$ cat config.mk
export PLATFORM = sky130hd
export DESIGN_NAME = adder_sched
export DESIGN_NICKNAME = d
export VERILOG_FILES = /design/src/rtl/adder_sched.sv
export SDC_FILE = /design/constraint.sdc
export NUM_CORES = 1
export LEC_CHECK = 0
export CORE_ASPECT_RATIO = 0.75
export CORE_MARGIN = 4
export CORE_UTILIZATION = 50
export CTS_BUF_LIST = sky130_fd_sc_hd__clkbuf_16
export DETAILED_ROUTE_END_ITERATION = 6
export PLACE_DENSITY = 0.75
export SLEW_MARGIN = 20
export SYNTH_ARGS = -nofsm -noshare
export SYNTH_HDL_FRONTEND = slang
export SYNTH_SLANG_ARGS = --single-unit
$ cat constraint.sdc
create_clock -name clk -period 8.8 [get_ports clk]
set_input_delay 0.88 -clock clk [delete_from_list [all_inputs] [get_ports clk]]
set_output_delay 0.88 -clock clk [all_outputs]
set_load 0.03 [all_outputs]
$ cat src/rtl/adder_sched.sv
// Round-robin scheduler sharing one saturating adder across N_CH sample channels.
// Each channel integrates ACC_LEN samples; finished window sums leave on a tagged valid/ready port.

module adder #(
  parameter int IN_WIDTH = 16,
  parameter bit SIGNED   = 1'b1
) (
  input  logic [IN_WIDTH-1:0] a,
  input  logic [IN_WIDTH-1:0] b,
  output logic [IN_WIDTH-1:0] sum,
  output logic                sat
);

  logic [IN_WIDTH:0] raw;
  logic              ovf;
  logic              carry;

  always_comb begin
    raw   = {1'b0, a} + {1'b0, b};
    carry = raw[IN_WIDTH];
    // Signed overflow: operands agree in sign, result does not.
    ovf   = (a[IN_WIDTH-1] == b[IN_WIDTH-1]) && (raw[IN_WIDTH-1] != a[IN_WIDTH-1]);
    sat   = SIGNED ? ovf : carry;
    sum   = raw[IN_WIDTH-1:0];
    if (SIGNED && ovf) begin
      sum = a[IN_WIDTH-1] ? {1'b1, {(IN_WIDTH-1){1'b0}}} : {1'b0, {(IN_WIDTH-1){1'b1}}};
    end else if (!SIGNED && carry) begin
      sum = '1;
    end
  end

endmodule

module adder_sched #(
  parameter int N_CH      = 4,
  parameter int IN_WIDTH  = 8,
  parameter int ACC_WIDTH = 16,
  parameter int ACC_LEN   = 8,
  parameter bit SIGNED    = 1'b1
) (
  input  logic                      clk,
  input  logic                      rst_n,
  input  logic [N_CH-1:0]           in_valid,
  input  logic [N_CH*IN_WIDTH-1:0]  in_data,
  output logic [N_CH-1:0]           in_ready,
  output logic                      out_valid,
  input  logic                      out_ready,
  output logic [ACC_WIDTH-1:0]      out_data,
  output logic [$clog2(N_CH)-1:0]   out_ch,
  output logic                      out_sat
);

  localparam int CH_W  = $clog2(N_CH);
  localparam int CNT_W = $clog2(ACC_LEN);
  localparam logic [CNT_W-1:0] LAST    = CNT_W'(ACC_LEN - 1);
  localparam logic [CH_W-1:0]  LAST_CH = CH_W'(N_CH - 1);

  logic [ACC_WIDTH-1:0] acc [N_CH];
  logic [CNT_W-1:0]     cnt [N_CH];
  logic [N_CH-1:0]      sat;
  logic [CH_W-1:0]      ptr;

  logic [N_CH-1:0]      elig;
  logic [N_CH-1:0]      grant;
  logic [CH_W-1:0]      gnt_idx;
  logic                 gnt_any;
  logic                 stall;
  logic                 closing;
  logic [IN_WIDTH-1:0]  smp;
  logic [ACC_WIDTH-1:0] smp_ext;
  logic [ACC_WIDTH-1:0] sum;
  logic                 add_sat;

  assign stall = out_valid & ~out_ready;

  // Only a window-closing sample is held off while the output is stalled.
  for (genvar k = 0; k < N_CH; k++) begin : g_elig
    assign elig[k] = in_valid[k] & ~(stall & (cnt[k] == LAST));
  end

  always_comb begin
    int unsigned idx;
    logic [CH_W-1:0] idx_c;
    grant   = '0;
    gnt_idx = '0;
    gnt_any = 1'b0;
    idx     = 0;
    idx_c   = '0;
    for (int unsigned i = 0; i < N_CH; i++) begin
      idx = 32'(ptr) + i;
      if (idx >= N_CH) idx = idx - N_CH;
      idx_c = CH_W'(idx);
      if (!gnt_any && elig[idx_c]) begin
        gnt_any        = 1'b1;
        gnt_idx        = idx_c;
        grant[idx_c]   = 1'b1;
      end
    end
  end

  assign in_ready = rst_n ? grant : '0;
  assign closing  = gnt_any && (cnt[gnt_idx] == LAST);

  always_comb begin
    smp = '0;
    for (int unsigned k = 0; k < N_CH; k++) begin
      if (CH_W'(k) == gnt_idx) smp = in_data[k*IN_WIDTH +: IN_WIDTH];
    end
    smp_ext = {{(ACC_WIDTH-IN_WIDTH){SIGNED & smp[IN_WIDTH-1]}}, smp};
  end

  adder #(
    .IN_WIDTH (ACC_WIDTH),
    .SIGNED   (SIGNED)
  ) u_adder (
    .a   (acc[gnt_idx]),
    .b   (smp_ext),
    .sum (sum),
    .sat (add_sat)
  );

  always_ff @(posedge clk or negedge rst_n) begin
    if (!rst_n) begin
      ptr <= '0;
      sat <= '0;
      for (int unsigned k = 0; k < N_CH; k++) begin
        acc[k] <= '0;
        cnt[k] <= '0;
      end
    end else if (gnt_any) begin
      ptr <= (gnt_idx == LAST_CH) ? '0 : gnt_idx + 1'b1;
      if (closing) begin
        acc[gnt_idx] <= '0;
        cnt[gnt_idx] <= '0;
        sat[gnt_idx] <= 1'b0;
      end else begin
        acc[gnt_idx] <= sum;
        cnt[gnt_idx] <= cnt[gnt_idx] + 1'b1;
        sat[gnt_idx] <= sat[gnt_idx] | add_sat;
      end
    end
  end

  // A close can only occur when the output slot is empty or draining, so loading never overwrites.
  always_ff @(posedge clk or negedge rst_n) begin
    if (!rst_n) begin
      out_valid <= 1'b0;
      out_data  <= '0;
      out_ch    <= '0;
      out_sat   <= 1'b0;
    end else if (closing) begin
      out_valid <= 1'b1;
      out_data  <= sum;
      out_ch    <= gnt_idx;
      out_sat   <= sat[gnt_idx] | add_sat;
    end else if (out_ready) begin
      out_valid <= 1'b0;
    end
  end

endmodule

==> impl_metrics.csv <==
group,metric,value,unit
clocking,hold_buffers,0,
status,status,"finished clean",
critical_path,worstPathArrival,7.81,ns
job,max-cap-violations,0,
global_routing,grt-ovfl-total,0,
logic_synthesis,ys_seq_area_share,41.2,%
placement,dp.final_hpwl,12.4,mm
finish,layout-drive-gt1-share,6.45,%
critical_path,critPathMaxStageDelay,0.61,ns
clocking,cts_tree,"built",
placement,gp_congestion,0.902,
logic_synthesis,synth_cell_type_count,63,
die,rows,34,
detailed_routing,ant_nets,0,
logic_synthesis,synth-seq-cells,102,
finish,area_growth,16.4,%
logic_synthesis,synth.area.mux_share,2.36,%
clocking,clock_path_buffers,2,
detailed_routing,avgViaCountPerCell,6.01,
clocking,root_buffer,"clkbuf_16",
critical_path,critPathKind,"primary input to register",
timing,relSlewSlack,34.2,%
logic_synthesis,ys.flop_type,"dfrtp_1",
finish,n_antenna_cell,0,
detailed_routing,drt_iter0_markers,408,
timing,fin_skew,0.0137,ns
logic_synthesis,syn-instance-count,744,
global_routing,grt_max_degree,79,
finish,final_cell_mix,"196 x nand2_1, 116 x o21ai_0, 102 x dfrtp_1, 61 x clkdlybuf4s50_1, 46 x nor2_1",
detailed_routing,wl_met1,7.91,mm
detailed_routing,vias,5732,
logic_synthesis,synth_edf_count,0,
timing,hold_violations,0,
critical_path,cp-start-kind,"primary input",
timing,finalSetupViolCount,0,
logic_synthesis,synth_xor_area_share,1.56,%
logic_synthesis,async_reset_ff_share,100,%
logic_synthesis,syn_nets,813,
detailed_routing,route.met2.wl,7.26,mm
timing,fin_crit_sh,86.3,%
timing,rsz0062_at_grt,"false",
die,initial_core_util,52.2,%
timing,tns,0,ns
clocking,clkTransAtPathRegs,0.07,ns
critical_path,end_kind,"register",
detailed_routing,top_layer,"met4",
logic_synthesis,synth-simple-area-share,20.9,%
critical_path,cp_cell_sequence,"clkdlybuf4s50_1 -> and4b_1 -> a21boi_1 -> mux4_2 -> o311a_1 -> ha_1 -> nor2b_1 -> a22oi_1 -> nor2_1 -> a21oi_1 -> o21ai_0 -> ha_1 -> fa_1 -> a21o_1 -> a21oi_1 -> o21ai_0 -> a31oi_1 -> o21ai_0 -> o41ai_1 -> mux2i_1 -> nor3_1 -> o21ai_0",
die,die_h,104,um
finish,fill_cells,1026,
finish,nets,855,
finish,layout_commonest_cell,"nand2_1",
logic_synthesis,ys_warn_count,0,
timing,slew_viol_final,0,
placement,placed_area,0.00692,mm^2
logic_synthesis,synthAdderAreaFrac,6.18,%
finish,multi_input_area,0.00342,mm^2
clocking,clock_sinks,102,
critical_path,critical_path.slowest_cell,"ha_1",
die,die_w,137,um
global_routing,grtUsageTotal,25.0,%
critical_path,path_buf_inv,1,
clocking,post-cts-setup-buffer-count,0,
timing,fin_crit,7.60,ns
detailed_routing,drc_errors,0,
global_routing,grt_pass1_wl,28.3,mm
timing,tightest_slew,0.987,ns
timing,fmax,0.132,GHz
clocking,cts_resized,0,
die,ioPinCount,63,
die,core,0.0119,mm^2
logic_synthesis,synth_top_family_by_area,"compound AO/OA/AOI/OAI gates",
critical_path,crit_family,"compound AO/OA/AOI/OAI gates",
logic_synthesis,synth_area,0.00619,mm^2
logic_synthesis,syn_area_per_cell,8.33,um^2
critical_path,cpMostUsedCell,"o21ai_0",
placement,dp.cells,937,
finish,final_area,0.00721,mm^2
global_routing,grt_pass1_vias,5424,
worst_hold_path,min_path_type,"primary input to async pin",
clocking,insertion_delay,0.35,ns
logic_synthesis,synth_compound_area_share,23.9,%
die,dieArea,0.0143,mm^2
detailed_routing,wirelength,17.2,mm
finish,regArea,0.00255,mm^2
clocking,cts_max_level,3,
placement,io_buffers,62,
critical_path,critPathRequiredTime,9.01,ns
detailed_routing,wl_met3,1.64,mm
clocking,cts_made_buffers,9,
detailed_routing,post_drt_wl_per_cell,18.0,um
finish,final_cell_count_no_fill,953,
global_routing,antenna_found_initial,0,
detailed_routing,drtPass1Iterations,5,
critical_path,cp_max_fo,13,
==> sequential cells by signal, summed over array words and instances (netlist names) <==
signal     flops
out_ch         2
out_sat        1
acc           64
ptr            2
out_valid      1
cnt           12
sat            4
out_data      16
==> cells by family after synthesis <==
family,Yosys count
adder cells (fa/ha/maj),30
flip-flops,102
AND/OR/NAND/NOR,298
multiplexers,12
XOR/XNOR,11
AO/OA/AOI/OAI,236
buffers and inverters,55
==> routing by layer <==
metal / up-vias / GRT usage, %
li1: 2702 / -
met1: 2728 / 37.4
met2: 268 / 34.8
met3: 34 / 7.59
met4: 0 / 6.83
met5: - / 0
==> per-stage QoR <==
stage	hold slack, ns	setup WS (ns)	util, %
finish	0.445	1.20	60.8
global route	0.471	0.633	60.8
CTS	0.450	1.26	60.7
detailed placement	0.466	0.922	58.3
global placement	0.461	1.09	58.3
floorplan	0.448	2.35	-
==> cell type report <==
class | count | share of cell area, %
repair buffers | 73 | 9.72
well taps | 162 | 2.81
flip-flops and latches | 102 | 35.4
clock inverters | 7 | 0.902
inverters | 13 | 0.677
clock buffers | 9 | 3.12
multi-input cells | 587 | 47.4
==> final timing paths <==
| check | from | end | slack [ns] | cells after the start |
|---|---|---|---|---|
| worst max-delay path | out_ready | acc[14] | 1.20 | 22 |
| worst min register to register | out_data[8] | out_data[8] | 0.48 | 2 |
| worst min-delay path | rst_n | acc[3] | 0.44 | 1 |
| max in group asynchronous | rst_n | sat[1] | 7.05 | 2 |
| worst max register to register | ptr[1] | acc[14] | 1.32 | 25 |
| min in group clk | out_data[8] | out_data[8] | 0.48 | 2 |
==> cell usage after synthesis, drive strengths merged, types with 4 or more instances <==
master | n | area share [%]
mux2i | 9 | 1.5
nor2 | 47 | 3.1
ha | 29 | 5.9
inv | 12 | 0.73
nand2 | 197 | 12
nor2b | 6 | 0.61
and3 | 18 | 1.8
nand3 | 9 | 1.1
nand2b | 6 | 0.73
dfrtp | 102 | 41
o31ai | 5 | 0.61
a21oi | 23 | 2.0
a221oi | 10 | 1.4
nor3 | 5 | 0.40
clkbuf | 30 | 1.8
xnor2 | 10 | 1.4
o21ai | 130 | 11
a22oi | 11 | 1.3
buf | 12 | 1.4
a31oi | 18 | 1.8
o21a | 5 | 0.61
o2111a | 4 | 0.73
Power is not shown: default switching activity piles up to over one toggle a cycle in this logic, so the estimate is an artifact.
